### src/rtl/uart_tx_serializer_pkg.sv
// Shared definitions for the UART transmit path: parity modes, FSM state encoding and
// a parity helper usable by both TX and RX.
package uart_tx_serializer_pkg;

    localparam int unsigned PAR_NONE = 0;
    localparam int unsigned PAR_EVEN = 1;
    localparam int unsigned PAR_ODD  = 2;

    localparam int unsigned MAX_DATA_BITS = 9;

    localparam logic [2:0] ST_IDLE  = 3'd0;
    localparam logic [2:0] ST_ALIGN = 3'd1;
    localparam logic [2:0] ST_START = 3'd2;
    localparam logic [2:0] ST_DATA  = 3'd3;
    localparam logic [2:0] ST_PAR   = 3'd4;
    localparam logic [2:0] ST_STOP  = 3'd5;

    typedef enum logic [2:0] {
        StIdle  = ST_IDLE,
        StAlign = ST_ALIGN,
        StStart = ST_START,
        StData  = ST_DATA,
        StPar   = ST_PAR,
        StStop  = ST_STOP
    } uart_state_e;

    // Narrower words are zero-extended by the caller; zeros do not disturb the XOR.
    function automatic logic parity_bit(input logic [MAX_DATA_BITS-1:0] data,
                                        input int unsigned mode);
        logic p;
        p = 1'b0;
        if (mode == PAR_EVEN) begin
            p = ^data;
        end else if (mode == PAR_ODD) begin
            p = ~^data;
        end
        return p;
    endfunction

endpackage

### src/rtl/uart_baud_tick.sv
// Registered rising-edge detector on the prescaler output, shared by the TX and RX paths.
module uart_baud_tick (
    input  logic clk_i,
    input  logic baud_clk_i,
    output logic tick_o
);

    logic baud_d;
    logic baud_q;

    always_comb begin
        baud_d = baud_clk_i;
    end

    // Sampled unconditionally so a level that is already high when enabled never ticks.
    always_ff @(posedge clk_i) begin
        baud_q <= baud_d;
    end

    assign tick_o = baud_clk_i & ~baud_q;

endmodule

### src/rtl/uart_tx_serializer.sv
// UART transmit serializer: frames one parallel word as start, data LSB first, optional
// parity and stop bits on tx, stepping on rising edges of the prescaler baud clock.
module uart_tx_serializer
    import uart_tx_serializer_pkg::*;
#(
    parameter int unsigned DATA_BITS = 8,
    parameter int unsigned PARITY    = PAR_NONE,
    parameter int unsigned STOP_BITS = 1
) (
    input  logic                 src_clk,
    input  logic                 rst,
    input  logic                 baud_clk,
    output logic                 baud_en,
    input  logic [DATA_BITS-1:0] tx_data,
    input  logic                 tx_valid,
    output logic                 tx_ready,
    output logic                 tx,
    output logic                 busy
);

    localparam int unsigned CntW = $clog2(DATA_BITS + 1);

    uart_state_e            state_q, state_d;
    logic [DATA_BITS-1:0]   shift_q, shift_d;
    logic [DATA_BITS-1:0]   data_q, data_d;
    logic [CntW-1:0]        cnt_q, cnt_d;
    logic [CntW-1:0]        cnt_inc;
    logic                   tx_q, tx_d;
    logic                   busy_q, busy_d;
    logic                   baud_en_q, baud_en_d;
    logic                   tx_ready_q, tx_ready_d;
    logic                   tick;
    logic                   par_bit;
    logic [MAX_DATA_BITS-1:0] data_ext;

    uart_baud_tick u_baud_tick (
        .clk_i      (src_clk),
        .baud_clk_i (baud_clk),
        .tick_o     (tick)
    );

    // Parity comes from the latched word; the shift register is consumed as bits go out.
    assign data_ext = MAX_DATA_BITS'(data_q);
    assign par_bit  = parity_bit(data_ext, PARITY);
    assign cnt_inc  = cnt_q + CntW'(1);

    always_comb begin
        state_d = state_q;
        shift_d = shift_q;
        data_d  = data_q;
        cnt_d   = cnt_q;

        unique case (state_q)
            StIdle: begin
                if (tx_valid && tx_ready_q) begin
                    shift_d = tx_data;
                    data_d  = tx_data;
                    cnt_d   = '0;
                    state_d = StAlign;
                end
            end
            StAlign: begin
                if (tick) begin
                    state_d = StStart;
                end
            end
            StStart: begin
                if (tick) begin
                    state_d = StData;
                end
            end
            StData: begin
                if (tick) begin
                    shift_d = shift_q >> 1;
                    if (cnt_inc == CntW'(DATA_BITS)) begin
                        cnt_d   = '0;
                        state_d = (PARITY != PAR_NONE) ? StPar : StStop;
                    end else begin
                        cnt_d = cnt_inc;
                    end
                end
            end
            StPar: begin
                if (tick) begin
                    state_d = StStop;
                end
            end
            StStop: begin
                if (tick) begin
                    if (cnt_inc == CntW'(STOP_BITS)) begin
                        cnt_d   = '0;
                        state_d = StIdle;
                    end else begin
                        cnt_d = cnt_inc;
                    end
                end
            end
            default: begin
                state_d = StIdle;
            end
        endcase

        // Outputs are decoded from the next state so they register alongside it.
        tx_d = 1'b1;
        unique case (state_d)
            StStart: tx_d = 1'b0;
            StData:  tx_d = shift_d[0];
            StPar:   tx_d = par_bit;
            default: tx_d = 1'b1;
        endcase
        busy_d     = (state_d != StIdle);
        baud_en_d  = (state_d != StIdle);
        tx_ready_d = (state_d == StIdle);
    end

    always_ff @(posedge src_clk) begin
        if (rst) begin
            state_q    <= StIdle;
            shift_q    <= '0;
            data_q     <= '0;
            cnt_q      <= '0;
            tx_q       <= 1'b1;
            busy_q     <= 1'b0;
            baud_en_q  <= 1'b0;
            tx_ready_q <= 1'b0;
        end else begin
            state_q    <= state_d;
            shift_q    <= shift_d;
            data_q     <= data_d;
            cnt_q      <= cnt_d;
            tx_q       <= tx_d;
            busy_q     <= busy_d;
            baud_en_q  <= baud_en_d;
            tx_ready_q <= tx_ready_d;
        end
    end

    assign tx       = tx_q;
    assign busy     = busy_q;
    assign baud_en  = baud_en_q;
    assign tx_ready = tx_ready_q;

endmodule

### config.mk
export PLATFORM = sky130hd
export DESIGN_NAME = uart_tx_serializer
export DESIGN_NICKNAME = d
export VERILOG_FILES = /design/src/rtl/uart_tx_serializer_pkg.sv /design/src/rtl/uart_baud_tick.sv /design/src/rtl/uart_tx_serializer.sv
export SDC_FILE = /design/constraint.sdc
export NUM_CORES = 1
export LEC_CHECK = 0
export CORE_MARGIN = 2
export CORE_UTILIZATION = 55
export CTS_BUF_LIST = sky130_fd_sc_hd__clkbuf_8
export DETAILED_ROUTE_END_ITERATION = 16
export PLACE_DENSITY = 0.83
export SLEW_MARGIN = 20
export SYNTH_ARGS = -nofsm -noshare
export SYNTH_HDL_FRONTEND = slang
export SYNTH_SLANG_ARGS = --single-unit
### constraint.sdc
create_clock -name src_clk -period 3.85 [get_ports src_clk]
set_input_delay 0.77 -clock src_clk [delete_from_list [all_inputs] [get_ports src_clk]]
set_output_delay 0.77 -clock src_clk [all_outputs]
set_load 0.01 [all_outputs]
After elaboration in Yosys (flattened, before gate mapping)
Cells that the tools add are included.
{"block": "word_totals", "regBits": 19, "in_bits": 12}
{"block": "classes", "n_reduce_logical": 9, "bitwise_logic": 2, "n_addsub": 1, "n_eq_ne": 13, "mux": 19}
{"operator": "3-bit 2-to-1 mux", "n": 8}
{"operator": "4-bit 2-to-1 mux", "n": 5}
{"operator": "3-bit case mux with 6 select lines", "n": 1}
{"operator": "8-bit 2-to-1 mux", "n": 2}
{"operator": "8-bit case mux with 2 select lines", "n": 1}
{"operator": "3-bit by 2-bit equality test with 1-bit output, second input constant", "n": 4}
{"operator": "4-bit case mux with 3 select lines", "n": 1}
{"operator": "3-bit equality test, second input constant", "n": 3}
{"operator": "3-bit zero test", "n": 2}
{"operator": "2-bit != test, second input constant", "n": 3}
{"operator": "3-bit nonzero test", "n": 2}
{"operator": "4-bit by 1-bit adder with 4-bit output, second input constant", "n": 1}
{"operator": "4-bit by 1-bit equality test with 1-bit output, second input constant", "n": 1}
{"operator": "4-bit equality test, second input constant", "n": 1}
{"operator": "4-bit AND reduction", "n": 1}
{"operator": "3-bit by 1-bit equality test with 1-bit output, second input constant", "n": 1}
{"operator": "3-bit AND reduction", "n": 1}
{"operator": "1-bit case mux with 2 select lines", "n": 1}
{"operator": "2-bit nonzero test", "n": 1}
{"operator": "2-bit OR reduction", "n": 1}
{"operator": "1-bit bitwise AND", "n": 1}
{"operator": "1-bit logical AND", "n": 1}
{"operator": "1-bit NOT", "n": 1}

Logic depth before layout (Yosys ltp)
{"block": "logic_depth", "word_depth": 8, "depth_mapped": 7, "ltp_nobuf": 6}

By module
From an unflattened synthesis, not the netlist that was laid out.
{"block": "hier_totals", "cells_unflattened": 139, "area_unflattened_um2": 1103.6}
{"module": "uart_tx_serializer", "seq_area_each_um2": 360.3, "cells_per_inst": 137, "area_each_um2": 1069.8, "instances": 1}
{"module": "uart_baud_tick", "seq_area_each_um2": 20.0, "cells_per_inst": 2, "area_each_um2": 33.8, "instances": 1}

Worst setup path after synthesis
OpenSTA, ideal clock, no wires.
{"block": "synth_path", "kind": "input to register", "startpoint": "input baud_clk", "endpoint": "register tx_q (netlist: tx)", "stages": 5, "t_arrival_ns": 1.710, "setup_time_ns": 0.133, "path_buffers": 0, "path_slack_ns": 2.006, "t_required_ns": 3.717, "path_cell_list": "nor2b_1 a32oi_1 a221o_1 a311oi_1 a22oi_1"}
{"block": "synth_via", "elab_chain_cells": 6, "elab_cells_between_ends": 14}
{"element": "from (decl)", "line_no": "uart_tx_serializer.sv:12", "rtl": "input logic baud_clk,"}
{"element": "1-bit bitwise AND *", "line_no": "uart_baud_tick.sv:20", "rtl": "assign tick_o = baud_clk_i & ~baud_q;"}
{"element": "3-bit 2-to-1 mux, on equally long branches"}
{"element": "3-bit case mux with 6 select lines", "line_no": "uart_tx_serializer.sv:53", "rtl": "unique case (state_q)"}
{"element": "3-bit equality test / 3-bit by 2-bit equality test with 1-bit output (equally long branches)", "line_no": "uart_tx_serializer.sv:105", "rtl": "unique case (state_d)"}
{"element": "2-bit OR reduction (no line)"}
{"element": "1-bit case mux with 2 select lines *", "line_no": "uart_tx_serializer.sv:105"}
{"element": "to (signal assigned)", "line_no": "uart_tx_serializer.sv:131", "rtl": "tx_q <= tx_d;"}
{"element": "to (decl)", "line_no": "uart_tx_serializer.sv:28", "rtl": "logic tx_q, tx_d;"}
Mark *: on every way between the ends. The rest lies on a longest branch, timed or not. The select of a mux whose other input is x is not followed.
A chain may end at the register's enable or synchronous reset.

Final worst setup path
Ends and elaborated chain as after synthesis.

==> results.ini <==
[floorplanning]
initial_core_util_pct = 58.4
dieArea_mm2 = 0.00246
coreArea_mm2 = 0.00196
die_y_um = 49.6
die_w_um = 49.6
io_pins = 16
placementRows = 16

[synthesis]
yosys_warnings = 0
synth_top_area_share_pct = 33.2
synthArstFlopShare_pct = 0
syn_inst = 143
avgSynthCellArea_um2 = 8.01
ys_seq_elements = 19
yosysUniqueCellTypes = 40
synth_top_cell_by_area = dfxtp_1
synth_area_leaders = dfxtp_1 (33%), a311oi_1 (5.4%), nand2_1 (5.2%)
syn-num-nets = 158
syn_area_mm2 = 0.00114
synth-edff-count = 0
synth_flop_cell = dfxtp_1
synth-seq-area-share_pct = 33.2

[setup_path]
crit_type = in2reg
reg2reg_from = state_q[1]$_SDFF_PP0_
worst_ep_required_time_ns = 3.97
crit_start = baud_clk
endpoint_kind = flop
cp_data_arrival_time_ns = 2.59
worst-path-max-fanout = 5
critPathLaunchType = input pin

[cts]
clk_latency_ns = 0.25
clkSlewWorstSetupHoldPaths_ns = 0.08
postCtsHoldBufs = 0
cts_root_buffer = clkbuf_8
cts.sinks = 19
cts_made_buffers = 3
post_cts_buffers = 0
clk_path_buf_depth = 2
cts.repair.resized = 0
cts_tree = done
htreeDepth = 1

[place]
dp_slack_ns = 1.17
portBuffers = 15
dp_hpwl_um = 1870
gp_congestion = 0.899

[timing]
slew_headroom_pct = 54.5
hold_viol_final = 0
fin_setup_tns_ns = 0
tightest_slew_ns = 0.680
fin_crit_sh_pct = 63.9
fmax_ghz = 0.406
rsz0062_at_grt = no
finalMaxSlewViolations = 0
period_minus_slack_ns = 2.46
finalWorstSetupSlack_ns = 1.39
worst_clock_skew_ns = 0.00705
setup_viol = 0

[global_route]
antenna_found_initial = 0
grt_overflow = 0
grt_max_degree = 20
grt_pass1_wl_um = 4400
grt_usage_pct = 22.7
grt_pass1_vias = 1018

[detailed_routing]
wl_per_cell_um = 14.6
finalWirelength_um = 2590
antenna_left = 0
drc_errors = 0
drtIter0Drc = 35
drt_first_pass_iters = 4
avgViaCountPerCell = 6.28
num_vias = 1118

[cells_and_area]
fin_nets = 167
area_delta_synth_final_pct = 13.9
diodes = 0
drive_gt1_share_pct = 3.97
final_core_util_pct = 66.5
fillers = 186

[hold_path]
hold_path.class = reg2reg
worstHoldStart = shift_q[4]$_SDFFE_PP0P_

[power]
power_density_mw_per_mm2 = 332
p_leak_uw = 0.000481
vdd.ir_drop.worst_uv = 203

[status]
status = completed

[run]
drv_cap = 0

-- through the flow --
| stage | std cells | hold WS, ns | total power, µW | area, µm² |
|---|---|---|---|---|
| 2_1_floorplan | 143 | 0.460 | 271 | 1140 |
| 3_3_place_gp | 174 | 0.488 | 295 | 1260 |
| 3_5_place_dp | 174 | 0.493 | 296 | 1260 |
| 4_1_cts | 178 | 0.505 | 431 | 1300 |
| 5_1_grt | 178 | 0.521 | 448 | 1300 |
| 6_report | 178 | 0.507 | 432 | 1300 |
-- cells in the final DEF (no fill, tap or decap), types with 2 or more instances in the layout --
cell type | synthesis | layout
dfxtp_1 | 19 | 19
nor2_1 | 16 | 16
nand2_1 | 16 | 16
clkdlybuf4s50_1 | 0 | 15
o21ai_0 | 10 | 10
nor2b_1 | 7 | 7
a311oi_1 | 7 | 7
a21oi_1 | 4 | 4
nand3_1 | 4 | 4
nor3_1 | 4 | 4
inv_1 | 3 | 3
a22oi_1 | 3 | 3
a21o_1 | 3 | 3
a32oi_1 | 3 | 3
o211ai_1 | 3 | 3
and3_1 | 3 | 3
ha_1 | 3 | 3
clkbuf_8 | 0 | 3
nand2b_1 | 2 | 2
nand4_1 | 2 | 2
and3b_1 | 2 | 2
-- cells in the mapped netlist (4+ instances only) --
library cell / instances
nor3_1: 4
a311oi_1: 7
o21ai_0: 10
nor2_1: 16
clkbuf_1: 5
nand3_1: 4
a21oi_1: 4
nor2b_1: 7
nand2_1: 16
buf_4: 4
dfxtp_1: 19
-- per-layer routing --
| metal | routed length (µm) | vias to the layer above | global-route usage, % |
|---|---|---|---|
| li1 | - | 545 | - |
| met1 | 1200 | 532 | 29.6 |
| met4 | 11 | 0 | 8.33 |
| met2 | 1240 | 39 | 38.4 |
| met5 | 0 | - | 0 |
| met3 | 144 | 2 | 2.73 |
-- report_power, final --
group	switching, µW	total [µW]	internal [µW]
sequential	11.4	220	209
clock	66.8	139	71.9
combinational	35.4	73.0	37.6
total	114	432	319
-- layout make-up --
| class | instances | area, µm² | share of cell area [%] |
|---|---|---|---|
| inverters | 3 | 11.3 | 0.864 |
| well taps | 27 | 33.8 | 2.59 |
| flip-flops and latches | 19 | 380 | 29.2 |
| clock buffers | 3 | 41.3 | 3.17 |
| repair buffers | 15 | 150 | 11.5 |
| clock inverters | 1 | 5.00 | 0.384 |
| multi-input cells | 110 | 682 | 52.3 |
-- path summary, 6_finish.rpt --
kind                                                 to  depth (start not counted)  slack (ns)
worst max-delay path                      tx$_SDFF_PP1_                          6        1.39
worst min-delay path            shift_q[4]$_SDFFE_PP0P_                          2        0.51
worst max register to register            tx$_SDFF_PP1_                          5        1.76
worst min register to register  shift_q[4]$_SDFFE_PP0P_                          2        0.51
-- sequential cells by signal, indices dropped and copies added (netlist names) --
register,count
cnt_q,4
baud_en,1
state_q,3
tx_ready,1
shift_q,8
tx,1
u_baud_tick.baud_q,1
-- worst max-delay path, stage by stage --
cell and delay, ns:
clkdlybuf4s50_1 0.53, nor2b_1 0.39, a32oi_1 0.16, a221o_1 0.35
a311oi_1 0.29, a22oi_1 0.10
-- cell families after synthesis --
| family | Yosys count | share of synthesized area, % |
|---|---|---|
| DFF | 19 | 33.2 |
| AOI/OAI and AO/OA | 46 | 29.5 |
| adders and majority gates | 3 | 3.28 |
| and+or+nand+nor | 60 | 26.0 |
| buffers and inverters | 14 | 7.21 |
| xor gates and xnor gates | 1 | 0.765 |
No activity file was read; power rests on OpenSTA's default activity.
